<file path="src/rtl/xgriscv_fetch_queue_pkg.sv">
// Shared constants for the fetch queue: default depth, PC increment and queue entry width.
package xgriscv_fetch_queue_pkg;

    localparam int FQ_DEPTH = 4;
    localparam int PC_STEP  = 4;

    // A queue entry is {pc, instr}.
    function automatic int fqEntryW(input int addrW, input int instrW);
        return addrW + instrW;
    endfunction

endpackage

</file>
<file path="src/rtl/xgriscv_fetch_queue_if.sv">
// Fetch-queue boundary: redirect from EX, IMEM request/response, and the valid/ready link to ID.
interface xgriscv_fetch_queue_if
    import xgriscv_fetch_queue_pkg::*;
#(
    parameter int ADDR_W  = 32,
    parameter int INSTR_W = 32,
    parameter int CNT_W   = $clog2(FQ_DEPTH + 1)
);
    logic               redirect_i;
    logic [ADDR_W-1:0]  redirect_pc_i;
    logic               imem_req_o;
    logic [ADDR_W-1:0]  imem_addr_o;
    logic               imem_rvalid_i;
    logic [INSTR_W-1:0] imem_rdata_i;
    logic               out_valid_o;
    logic               out_ready_i;
    logic [INSTR_W-1:0] out_instr_o;
    logic [ADDR_W-1:0]  out_pc_o;
    logic [ADDR_W-1:0]  out_pcplus4_o;
    logic [CNT_W-1:0]   count_o;

    modport master (
        input  redirect_i, redirect_pc_i, imem_rvalid_i, imem_rdata_i, out_ready_i,
        output imem_req_o, imem_addr_o, out_valid_o, out_instr_o, out_pc_o,
               out_pcplus4_o, count_o
    );

    modport slave (
        output redirect_i, redirect_pc_i, imem_rvalid_i, imem_rdata_i, out_ready_i,
        input  imem_req_o, imem_addr_o, out_valid_o, out_instr_o, out_pc_o,
               out_pcplus4_o, count_o
    );
endinterface

</file>
<file path="src/rtl/xgriscv_fq_buf.sv">
// Circular entry store with wrap-at-DEPTH pointers (any DEPTH >= 2), occupancy count and clear.
// Head entry is read combinationally; push/pop are ignored in a clear cycle.
module xgriscv_fq_buf
    import xgriscv_fetch_queue_pkg::*;
#(
    parameter int DEPTH = FQ_DEPTH,
    parameter int WIDTH = fqEntryW(32, 32),
    parameter int CNT_W = $clog2(DEPTH + 1)
) (
    input  logic             clk,
    input  logic             reset,
    input  logic             clear,
    input  logic             push,
    input  logic [WIDTH-1:0] pushData,
    input  logic             pop,
    output logic [WIDTH-1:0] popData,
    output logic [CNT_W-1:0] count,
    output logic             full,
    output logic             empty
);
    localparam int PTR_W = $clog2(DEPTH);

    logic [WIDTH-1:0] mem [DEPTH];
    logic [PTR_W-1:0] rdPtr, wrPtr;

    function automatic logic [PTR_W-1:0] nextPtr(input logic [PTR_W-1:0] p);
        return (p == PTR_W'(DEPTH - 1)) ? '0 : p + PTR_W'(1);
    endfunction

    always_ff @(posedge clk or posedge reset) begin
        if (reset) begin
            rdPtr <= '0;
            wrPtr <= '0;
            count <= '0;
        end else if (clear) begin
            rdPtr <= '0;
            wrPtr <= '0;
            count <= '0;
        end else begin
            if (push) wrPtr <= nextPtr(wrPtr);
            if (pop)  rdPtr <= nextPtr(rdPtr);
            unique case ({push, pop})
                2'b10:   count <= count + CNT_W'(1);
                2'b01:   count <= count - CNT_W'(1);
                default: ;
            endcase
        end
    end

    always_ff @(posedge clk) begin
        if (push && !clear) mem[wrPtr] <= pushData;
    end

    assign popData = mem[rdPtr];
    assign full    = (count == CNT_W'(DEPTH));
    assign empty   = (count == '0);

endmodule

</file>
<file path="src/rtl/xgriscv_fetch_queue.sv">
// IF stage: owns the fetch PC, issues credit-limited 1-cycle IMEM reads and queues {pc, instr} for ID.
// Define XGRISCV_FQ_BYPASS_EN to hand a response straight to ID when the queue is empty.
module xgriscv_fetch_queue
    import xgriscv_fetch_queue_pkg::*;
#(
    parameter int                ADDR_W   = 32,
    parameter int                INSTR_W  = 32,
    parameter int                DEPTH    = FQ_DEPTH,
    parameter logic [ADDR_W-1:0] RESET_PC = '0
) (
    input logic                   clk,
    input logic                   reset,
    xgriscv_fetch_queue_if.master fq
);
    localparam int CNT_W   = $clog2(DEPTH + 1);
    localparam int OCC_W   = CNT_W + 1;
    localparam int ENTRY_W = fqEntryW(ADDR_W, INSTR_W);

    logic [ADDR_W-1:0]  fetchPc;
    logic [ADDR_W-1:0]  reqPc;
    logic               inflight;
    logic               issue;
    logic [OCC_W-1:0]   occupancy;
    logic               respAccept;
    logic               bypassSel;
    logic               push;
    logic               pop;
    logic               bufFull;
    logic               bufEmpty;
    logic [CNT_W-1:0]   count;
    logic [ENTRY_W-1:0] headEntry;
    logic               selVld;
    logic [ADDR_W-1:0]  selPc;
    logic [INSTR_W-1:0] selInstr;

    // Queued entries plus the outstanding read must fit, so a response always has a slot.
    assign occupancy  = {1'b0, count} + OCC_W'(inflight);
    assign issue      = !reset && !fq.redirect_i && (occupancy < OCC_W'(DEPTH));
    assign respAccept = !reset && !fq.redirect_i && fq.imem_rvalid_i;

`ifdef XGRISCV_FQ_BYPASS_EN
    assign bypassSel = !reset && bufEmpty && fq.imem_rvalid_i;
    assign push      = respAccept && !(bypassSel && fq.out_ready_i);
`else
    assign bypassSel = 1'b0;
    assign push      = respAccept;
`endif

    assign pop = fq.out_valid_o && fq.out_ready_i && !bufEmpty;

    always_ff @(posedge clk or posedge reset) begin
        if (reset) begin
            fetchPc  <= RESET_PC;
            reqPc    <= '0;
            inflight <= 1'b0;
        end else begin
            inflight <= issue;
            if (fq.redirect_i) begin
                fetchPc <= fq.redirect_pc_i & ~ADDR_W'(3);
            end else if (issue) begin
                fetchPc <= fetchPc + ADDR_W'(PC_STEP);
                reqPc   <= fetchPc;
            end
        end
    end

    xgriscv_fq_buf #(
        .DEPTH (DEPTH),
        .WIDTH (ENTRY_W),
        .CNT_W (CNT_W)
    ) u_buf (
        .clk      (clk),
        .reset    (reset),
        .clear    (fq.redirect_i),
        .push     (push),
        .pushData ({reqPc, fq.imem_rdata_i}),
        .pop      (pop),
        .popData  (headEntry),
        .count    (count),
        .full     (bufFull),
        .empty    (bufEmpty)
    );

    always_comb begin
        selVld   = 1'b0;
        selPc    = '0;
        selInstr = '0;
        if (bypassSel) begin
            selVld   = 1'b1;
            selPc    = reqPc;
            selInstr = fq.imem_rdata_i;
        end else if (!bufEmpty) begin
            selVld            = 1'b1;
            {selPc, selInstr} = headEntry;
        end
    end

    assign fq.imem_req_o    = issue;
    assign fq.imem_addr_o   = fetchPc;
    assign fq.out_valid_o   = selVld && !fq.redirect_i && !reset;
    assign fq.out_pc_o      = selPc;
    assign fq.out_instr_o   = selInstr;
    assign fq.out_pcplus4_o = selVld ? selPc + ADDR_W'(PC_STEP) : '0;
    assign fq.count_o       = count;

    a_no_push_when_full: assert property (@(posedge clk) disable iff (reset) !(push && bufFull));

endmodule

</file>
<file path="src/flat_wrapper.sv">
// flat-port wrapper written by rule: the top's interface ports become plain ports
module xgriscv_fetch_queue_flat import xgriscv_fetch_queue_pkg::*;
#(
    parameter int                ADDR_W   = 32,
    parameter int                INSTR_W  = 32,
    parameter int                DEPTH    = FQ_DEPTH,
    parameter logic [ADDR_W-1:0] RESET_PC = '0
)
  (clk, reset, fq_redirect_i, fq_redirect_pc_i, fq_imem_rvalid_i, fq_imem_rdata_i, fq_out_ready_i, fq_imem_req_o, fq_imem_addr_o, fq_out_valid_o, fq_out_instr_o, fq_out_pc_o, fq_out_pcplus4_o, fq_count_o);
  xgriscv_fetch_queue_if #(.ADDR_W(ADDR_W), .INSTR_W(INSTR_W), .CNT_W(3)) fq_i ();
  input logic clk;
  input logic reset;
  input wire logic [$bits(fq_i.redirect_i)-1:0] fq_redirect_i;
  input wire logic [$bits(fq_i.redirect_pc_i)-1:0] fq_redirect_pc_i;
  input wire logic [$bits(fq_i.imem_rvalid_i)-1:0] fq_imem_rvalid_i;
  input wire logic [$bits(fq_i.imem_rdata_i)-1:0] fq_imem_rdata_i;
  input wire logic [$bits(fq_i.out_ready_i)-1:0] fq_out_ready_i;
  output wire logic [$bits(fq_i.imem_req_o)-1:0] fq_imem_req_o;
  output wire logic [$bits(fq_i.imem_addr_o)-1:0] fq_imem_addr_o;
  output wire logic [$bits(fq_i.out_valid_o)-1:0] fq_out_valid_o;
  output wire logic [$bits(fq_i.out_instr_o)-1:0] fq_out_instr_o;
  output wire logic [$bits(fq_i.out_pc_o)-1:0] fq_out_pc_o;
  output wire logic [$bits(fq_i.out_pcplus4_o)-1:0] fq_out_pcplus4_o;
  output wire logic [$bits(fq_i.count_o)-1:0] fq_count_o;
  assign fq_i.redirect_i = fq_redirect_i;
  assign fq_i.redirect_pc_i = fq_redirect_pc_i;
  assign fq_i.imem_rvalid_i = fq_imem_rvalid_i;
  assign fq_i.imem_rdata_i = fq_imem_rdata_i;
  assign fq_i.out_ready_i = fq_out_ready_i;
  assign fq_imem_req_o = fq_i.imem_req_o;
  assign fq_imem_addr_o = fq_i.imem_addr_o;
  assign fq_out_valid_o = fq_i.out_valid_o;
  assign fq_out_instr_o = fq_i.out_instr_o;
  assign fq_out_pc_o = fq_i.out_pc_o;
  assign fq_out_pcplus4_o = fq_i.out_pcplus4_o;
  assign fq_count_o = fq_i.count_o;
  xgriscv_fetch_queue #(.ADDR_W(ADDR_W), .INSTR_W(INSTR_W), .DEPTH(DEPTH), .RESET_PC(RESET_PC)) u_core (.clk(clk), .reset(reset), .fq(fq_i));
endmodule
</file>
<file path="config.mk">
export PLATFORM = sky130hd
export DESIGN_NAME = xgriscv_fetch_queue_flat
export DESIGN_NICKNAME = d
export VERILOG_FILES = /design/src/rtl/xgriscv_fetch_queue_pkg.sv /design/src/rtl/xgriscv_fetch_queue_if.sv /design/src/rtl/xgriscv_fq_buf.sv /design/src/rtl/xgriscv_fetch_queue.sv /design/src/flat_wrapper.sv
export SDC_FILE = /design/constraint.sdc
export NUM_CORES = 1
export LEC_CHECK = 0
export CORE_MARGIN = 10
export CORE_UTILIZATION = 45
export DETAILED_ROUTE_END_ITERATION = 8
export HOLD_SLACK_MARGIN = 0.03
export PLACE_DENSITY = 0.75
export SETUP_SLACK_MARGIN = 0.05
export SYNTH_ARGS = -nofsm -noshare
export SYNTH_HDL_FRONTEND = slang
export SYNTH_SLANG_ARGS = --single-unit
export TNS_END_PERCENT = 20
</file>
<file path="constraint.sdc">
create_clock -name clk -period 4.4 [get_ports clk]
set_input_delay 0.88 -clock clk [delete_from_list [all_inputs] [get_ports clk]]
set_output_delay 0.88 -clock clk [all_outputs]
set_load 0.005 [all_outputs]
</file>
==> results.py, run 1 <==
metrics = {
    "worst_hold_path": {
        "hp-class": "flop to flop",
    },
    "logic_synthesis": {
        "yosys.area_share.simple_pct": 12.7,
        "ys_ff_latch": 316,
        "ys_seq_area_share_pct": 66.9,
        "yosysUniqueCellTypes": 53,
        "synth_top_family_by_area": "simple AND/OR/NAND/NOR gates",
        "synth_fa_ha_area_share_pct": 0.787,
        "synth_xor_area_share_pct": 1.47,
        "synth_compound_area_share_pct": 4.50,
        "syn-cell-area_um2": 13700,
        "ys.flop_type": "edfxtp_1",
        "netlist_instances": 938,
        "synth.area.mux_share_pct": 11.0,
        "synth.avg_cell_area_um2": 14.6,
        "postSynth.asyncResetShare_pct": 21.5,
        "synth_edf_count": 248,
        "yosysWarnings": 0,
    },
    "placement": {
        "dp_hpwl_um": 21100,
        "place_congestion": 0.839,
        "port_buffers": 193,
        "placed_cells": 1491,
    },
    "finish": {
        "drive_gt1_share_pct": 14.3,
        "layout_common_cells": "248 x edfxtp_1, 181 x clkdlybuf4s50_1, 155 x nand2_1",
        "final_util_pct": 57.9,
        "finalNonFillerCells": 1561,
        "layout.nets": 1223,
        "final-seq-area_um2": 9150,
        "fillers": 2341,
        "multi_input_area_um2": 4240,
        "final_common_cell": "edfxtp_1",
        "synthToLayoutAreaGrowth_pct": 26.2,
        "diodes": 0,
    },
    "status": {
        "status": "finished, violations left",
        "violations": "setup timing",
    },
    "timing": {
        "setup_ws_ps": -13.7,
        "worstMarginPinSlew_ps": 1040,
        "fmax_mhz": 227,
        "rsz0062_at_grt": "yes",
        "fin_crit_sh_pct": 100,
        "relSlewSlack_pct": 30.7,
        "fin_hold_ws_ps": 506,
        "hold_violations": 0,
        "finalClockSkew_ps": 9.88,
        "finalSetupViolCount": 1,
        "maxSlewViolCount": 0,
        "period_needed_ps": 4410,
    },
    "clock_network": {
        "insertion_delay_ps": 550,
        "cts_buffers": 31,
        "cts-root-buf": "clkbuf_16",
        "clock_path_buffers": 3,
        "cts_htree_levels": 1,
        "cts_tree": "yes",
        "clk_pin_slew_worst_paths_ps": 60,
        "hold_buffers": 0,
        "numClockSinks": 316,
    },
    "detailed_routing": {
        "drc_errors": 0,
        "wire_per_inst_um": 20.8,
        "drtAntennaViolNets": 0,
        "drt_iter0_markers": 635,
        "viasPerCell": 5.53,
        "drt_pre_antenna_iters": 5,
        "wirelength_um": 32500,
        "via_count": 8636,
    },
    "setup_path": {
        "arrival_ps": 3530,
        "path_class": "flop to primary output",
        "crit_path_cell_trace": "buf_12 > buf_8 > mux4_2 > nand2_1 > or4_1 > or4_1 > nand2_1 > clkdlybuf4s50_1",
        "start_kind": "flop",
        "cp_data_required_time_ps": 3520,
        "cpPeakStageDelay_ps": 570,
        "startpoint": "u_core.u_buf.rdPtr[0]",
        "critPathMaxFanout": 18,
        "timing.rr.end": "u_core.fq.imem_addr_o[31]",
        "r2r_cells": 6,
        "cp-endpoint": "fq_out_pcplus4_o[30]",
        "worst_path_max_delay_cell": "or4_1",
        "setup.worst_path.end_class": "primary output",
        "crit-reg2reg-launch": "u_core.fq.imem_addr_o[5]",
        "reg2reg_slack_ps": 1730,
    },
    "floorplan": {
        "core-area_um2": 29800,
        "initial_core_util_pct": 45.9,
        "die_w_um": 194,
        "die_y_um": 194,
        "die_area_um2": 37700,
        "ios": 202,
        "rows": 63,
    },
    "global_routing": {
        "grt_pass1_vias": 8870,
        "track_usage_pct": 16.8,
        "overflow": 0,
        "antenna_found_initial": 0,
        "grt_max_degree": 71,
        "grt_pass1_wl_um": 51200,
    },
    "run": {
        "max_cap_violations": 0,
    },
    "power": {
        "vdd_drop_max_mv": 0.332,
        "power_density_nw_per_um2": 411,
        "power_leakage_nw": 6.17,
    },
}
==> synth_stat cells, types with 2 or more instances <==
cell      count  area, um2
nor2_1       47        176
o211ai_1      3       22.5
mux2_2        4       45.0
dfrtp_1      68       1700
buf_1         6       22.5
nor3_1       12       60.1
nand2_1     155        582
and2_1       55        344
a21oi_1      17       85.1
ha_1          7       87.6
nand3_1      31        155
xor2_1       13        114
o21ai_0      39        195
buf_12        2       40.0
or3_1         9       56.3
o311ai_0      7       61.3
a31oi_1       5       31.3
or2_2         2       12.5
o31ai_1       2       15.0
mux4_2       48       1080
buf_4         7       52.6
a32oi_1       3       26.3
and3_1       11       68.8
buf_6         2       22.5
xnor2_1      10       87.6
inv_1        11       41.3
a22oi_1       3       22.5
nor4_1        2       12.5
buf_2         6       30.0
mux4_1       13        342
mux2i_1       4       40.0
nand4_1      10       62.6
nor3b_1       4       30.0
edfxtp_1    248       7450
a221o_1      11        110
nand3b_1      2       15.0
a41oi_1       2       17.5
clkbuf_1     37        139
or4_1         6       45.0
==> state kept, by name, indices dropped and copies added (netlist names) <==
| register | flops |
|---|---|
| u_core.reqPc | 30 |
| u_core.fq.imem_addr_o | 30 |
| u_core.u_buf.count | 3 |
| u_core.inflight | 1 |
| u_core.u_buf.mem | 248 |
| u_core.u_buf.rdPtr | 2 |
| u_core.u_buf.wrPtr | 2 |
==> cell type report <==
cell class | count | share of cell area (%)
inverter | 12 | 0.261
multi-input combinational | 555 | 24.6
sequential | 316 | 53.1
tap | 390 | 2.83
timing repair buffer | 230 | 13.4
clock inverter | 12 | 0.776
clock buffer | 46 | 5.06
==> worst min path at each step <==
stage / startpoint / to / slack (ps) / depth (start not counted)
after global placement: u_core.reqPc[17] / u_core.u_buf.mem[0][49] / 490 / 0
after CTS: u_core.reqPc[17] / u_core.u_buf.mem[2][49] / 510 / 0
after global routing: u_core.reqPc[17] / u_core.u_buf.mem[2][49] / 530 / 0
final: u_core.reqPc[17] / u_core.u_buf.mem[2][49] / 510 / 0
after floorplan: u_core.reqPc[2] / u_core.u_buf.mem[0][34] / 480 / 0
after detailed placement: u_core.reqPc[17] / u_core.u_buf.mem[0][49] / 500 / 0
==> metrics by stage <==
| step | setup TNS [ps] | setup WS, ps | area [um2] | total power [W] |
|---|---|---|---|---|
| floorplan | 0 | 607 | 13700 | 0.00399 |
| global placement | 0 | 333 | 16100 | 0.00452 |
| detailed placement | 0 | 280 | 16100 | 0.00454 |
| CTS | -111 | -111 | 17100 | 0.00714 |
| global route | -261 | -185 | 17200 | 0.00737 |
| finish | -13.7 | -13.7 | 17200 | 0.00708 |
==> critical path: cells and delay by family, from the launching register on <==
family | cells | cell delay (ps)
simple gates | 4 | 1220
buf+inv | 3 | 860
mux | 1 | 380
flops | 1 | 520
==> layer usage <==
layer  vias to the layer above  global-route usage [%]  wire (um)
met4                         0                    3.80        628
li1                       3937                       -          -
met3                        43                    4.77       3080
met2                       342                    26.2      15200
met1                      4314                    22.8      13700
met5                         -                       0          0
==> where the power goes <==
group / internal [W] / switching, W / total (W) / leakage [nW]
clock: 0.00154 / 0.00105 / 0.00259 / 0.492
combinational: 0.000500 / 0.000448 / 0.000948 / 2.58
sequential: 0.00339 / 0.000149 / 0.00354 / 3.10
total: 0.00543 / 0.00165 / 0.00708 / 6.17
==> cell families (layout without fill, tap and decap cells) <==
kind of cell | after synthesis | in the layout
AND/OR/NAND/NOR | 354 | 354
flip-flops | 316 | 316
AO/OA/AOI/OAI | 95 | 95
buffers and inverters | 72 | 300
multiplexers | 69 | 69
XOR/XNOR | 23 | 23
adder cells (fa/ha/maj) | 8 | 8
other | 1 | 6
==> what timing repair did <==
action | CTS | global route
setup buffers | 6 | 6
gates resized for setup | 20 | 24
pin swaps | 4 | 6
endpoints found under the setup margin | 16 | 16
Power figures use the tool's default switching activity.
==> run 2: changes to the inputs <==
==> constraint.sdc (replaced) <==
create_clock -name clk -period 4.4 [get_ports clk]
set_input_delay 1.32 -clock clk [delete_from_list [all_inputs] [get_ports clk]]
set_output_delay 1.32 -clock clk [all_outputs]
set_load 0.005 [all_outputs]
==> run 2 against run 1 <==
The run still ends with setup timing left. Worst hold slack improved by 20 ps. Largest power group unchanged. Final cell count rose by 3.1%. Power is 0.50% higher. Final area up 2.7%. Routed wire length rose by 3.9%. Largest cell class unchanged. Register-to-register slack is essentially flat. Sequential cell count did not move. Sequential share of layout area decreased by 1.4 points. Combinational power is 5.2% higher. Critical path depth grew 2. First-iteration DRC count decreased by 9.0%. Highest routed layer unchanged.
==> results.py, run 2 (synthesis gave the netlist of run 1 again) <==
metrics = {
    "clock_network": {
        "clock_path_buffers": 3,
        "insertion_delay_ps": 550,
        "hold_buffers": 0,
        "cts_tree": "yes",
        "cts_buffers": 31,
        "clk_pin_slew_worst_paths_ps": 60,
        "cts_htree_levels": 1,
        "cts-root-buf": "clkbuf_16",
        "numClockSinks": 316,
    },
    "power": {
        "power_density_nw_per_um2": 402,
        "vdd_drop_max_mv": 0.321,
        "power_leakage_nw": 6.44,
        "p_total_w": 0.00712,
    },
    "status": {
        "violations": "setup timing",
        "status": "finished, violations left",
    },
    "finish": {
        "layout_common_cells": "248 x edfxtp_1, 165 x clkdlybuf4s50_1, 151 x nand2_1",
        "final-seq-area_um2": 9150,
        "fillers": 2280,
        "drive_gt1_share_pct": 20.8,
        "largest_register_ffs": 248,
        "top_register": "u_core.u_buf.mem",
        "multi_input_area_um2": 4350,
        "layout.nets": 1268,
        "synthToLayoutAreaGrowth_pct": 29.7,
        "final_common_cell": "edfxtp_1",
    },
    "timing": {
        "finalSetupViolCount": 8,
        "period_needed_ps": 4570,
        "fmax_mhz": 219,
        "relSlewSlack_pct": 32.9,
        "finalClockSkew_ps": 16.6,
        "setup_ws_ps": -174,
        "fin_crit_sh_pct": 104,
        "hold_violations": 0,
        "worstMarginPinSlew_ps": 1000,
        "finalSetupTns_ps": -590,
        "rsz0062_at_grt": "yes",
        "maxSlewViolCount": 0,
    },
    "placement": {
        "dp_hpwl_um": 22000,
        "port_buffers": 193,
        "place_congestion": 0.841,
    },
    "detailed_routing": {
        "drt_pre_antenna_iters": 5,
        "wire_per_inst_um": 21.0,
        "drc_errors": 0,
        "via_count": 8862,
        "wirelength_um": 33800,
        "drtAntennaViolNets": 0,
        "drt_iter0_markers": 578,
        "viasPerCell": 5.51,
    },
    "global_routing": {
        "grt_max_degree": 71,
        "track_usage_pct": 17.1,
        "overflow": 0,
        "grt_pass1_vias": 9029,
        "grt_pass1_wl_um": 52100,
        "antenna_found_initial": 2,
    },
    "floorplan": {
        "ios": 202,
        "die_y_um": 194,
        "rows": 63,
        "die_area_um2": 37700,
        "core-area_um2": 29800,
        "die_w_um": 194,
        "initial_core_util_pct": 45.9,
    },
    "setup_path": {
        "cpPeakStageDelay_ps": 570,
        "cp_data_required_time_ps": 3080,
        "crit_path_cell_trace": "buf_4 > mux4_2 > buf_4 > and3_1 > and3_4 > nand4_1 > buf_4 > or3_4 > a21oi_2 > buf_2",
        "path_common_cell": "buf_4",
        "arrival_ps": 3250,
        "worst_path_max_delay_cell": "dfrtp_4",
        "start_kind": "flop",
        "path_class": "flop to primary output",
        "setup.worst_path.end_class": "primary output",
        "critPathMaxFanout": 7,
    },
    "worst_hold_path": {
        "hp-class": "flop to flop",
    },
    "run": {
        "max_cap_violations": 0,
    },
}
## run 2: worst paths after layout
kind	startpoint	end	slack, ps	cells after the start
setup / recovery	u_core.u_buf.rdPtr[0]	fq_out_pcplus4_o[26]	-170	10
hold reg to reg	u_core.reqPc[22]	u_core.u_buf.mem[1][54]	530	0
hold / removal	u_core.reqPc[22]	u_core.u_buf.mem[1][54]	530	0
min in group asynchronous	reset	u_core.u_buf.wrPtr[0]	1210	3
max in group asynchronous	reset	u_core.fq.imem_addr_o[27]	2560	4
setup reg to reg	u_core.fq.imem_addr_o[5]	u_core.fq.imem_addr_o[31]	1730	6
## run 2: report_power, final
| part | leakage [nW] | total (W) | internal, W | switching (W) |
|---|---|---|---|---|
| clock | 0.502 | 0.00258 | 0.00150 | 0.00107 |
| sequential | 3.10 | 0.00354 | 0.00339 | 0.000152 |
| combinational | 2.84 | 0.000997 | 0.000529 | 0.000469 |
| total | 6.44 | 0.00712 | 0.00542 | 0.00170 |
## run 2: final cells by class
type                       instances  area share (%)
tap                              390            2.75
clock buffer                      37            4.62
clock inverter                    21            1.07
antenna                            3          0.0424
multi-input combinational        555            24.5
timing repair buffer             275            15.1
inverter                          12           0.254
sequential                       316            51.7
## run 2: what timing repair did
item,CTS,global route
pin swaps,17,15
cloned,1,0
resized for setup,91,42
setup buffers,11,13
setup endpoints to repair,27,32
## run 2: metrics by stage
step	instance area, um2	util, %	cells	hold slack, ps	setup WS (ps)
5_1_grt	17700	59.4	1606	555	-286
4_1_cts	17500	58.8	1594	522	-208
3_5_place_dp	16400	55.0	1524	515	-11.0
3_3_place_gp	16400	55.0	1524	489	24.7
6_report	17700	59.5	1609	526	-174
2_1_floorplan	13700	-	943	476	77.1
## run 2: layer usage
metal  wire length [um]  track usage [%]
met5                  0                0
met4                455             2.95
met2              16300             27.9
met1              14100             22.6
met3               2990             4.82
## run 2: worst max-delay path: cells and delay by family, from the launching register on
kind,cells,cell delay (ps)
buffers and inverters,4,680
and+or+nand+nor,4,930
AOI/OAI and AO/OA,1,130
DFF,1,570
muxes,1,390
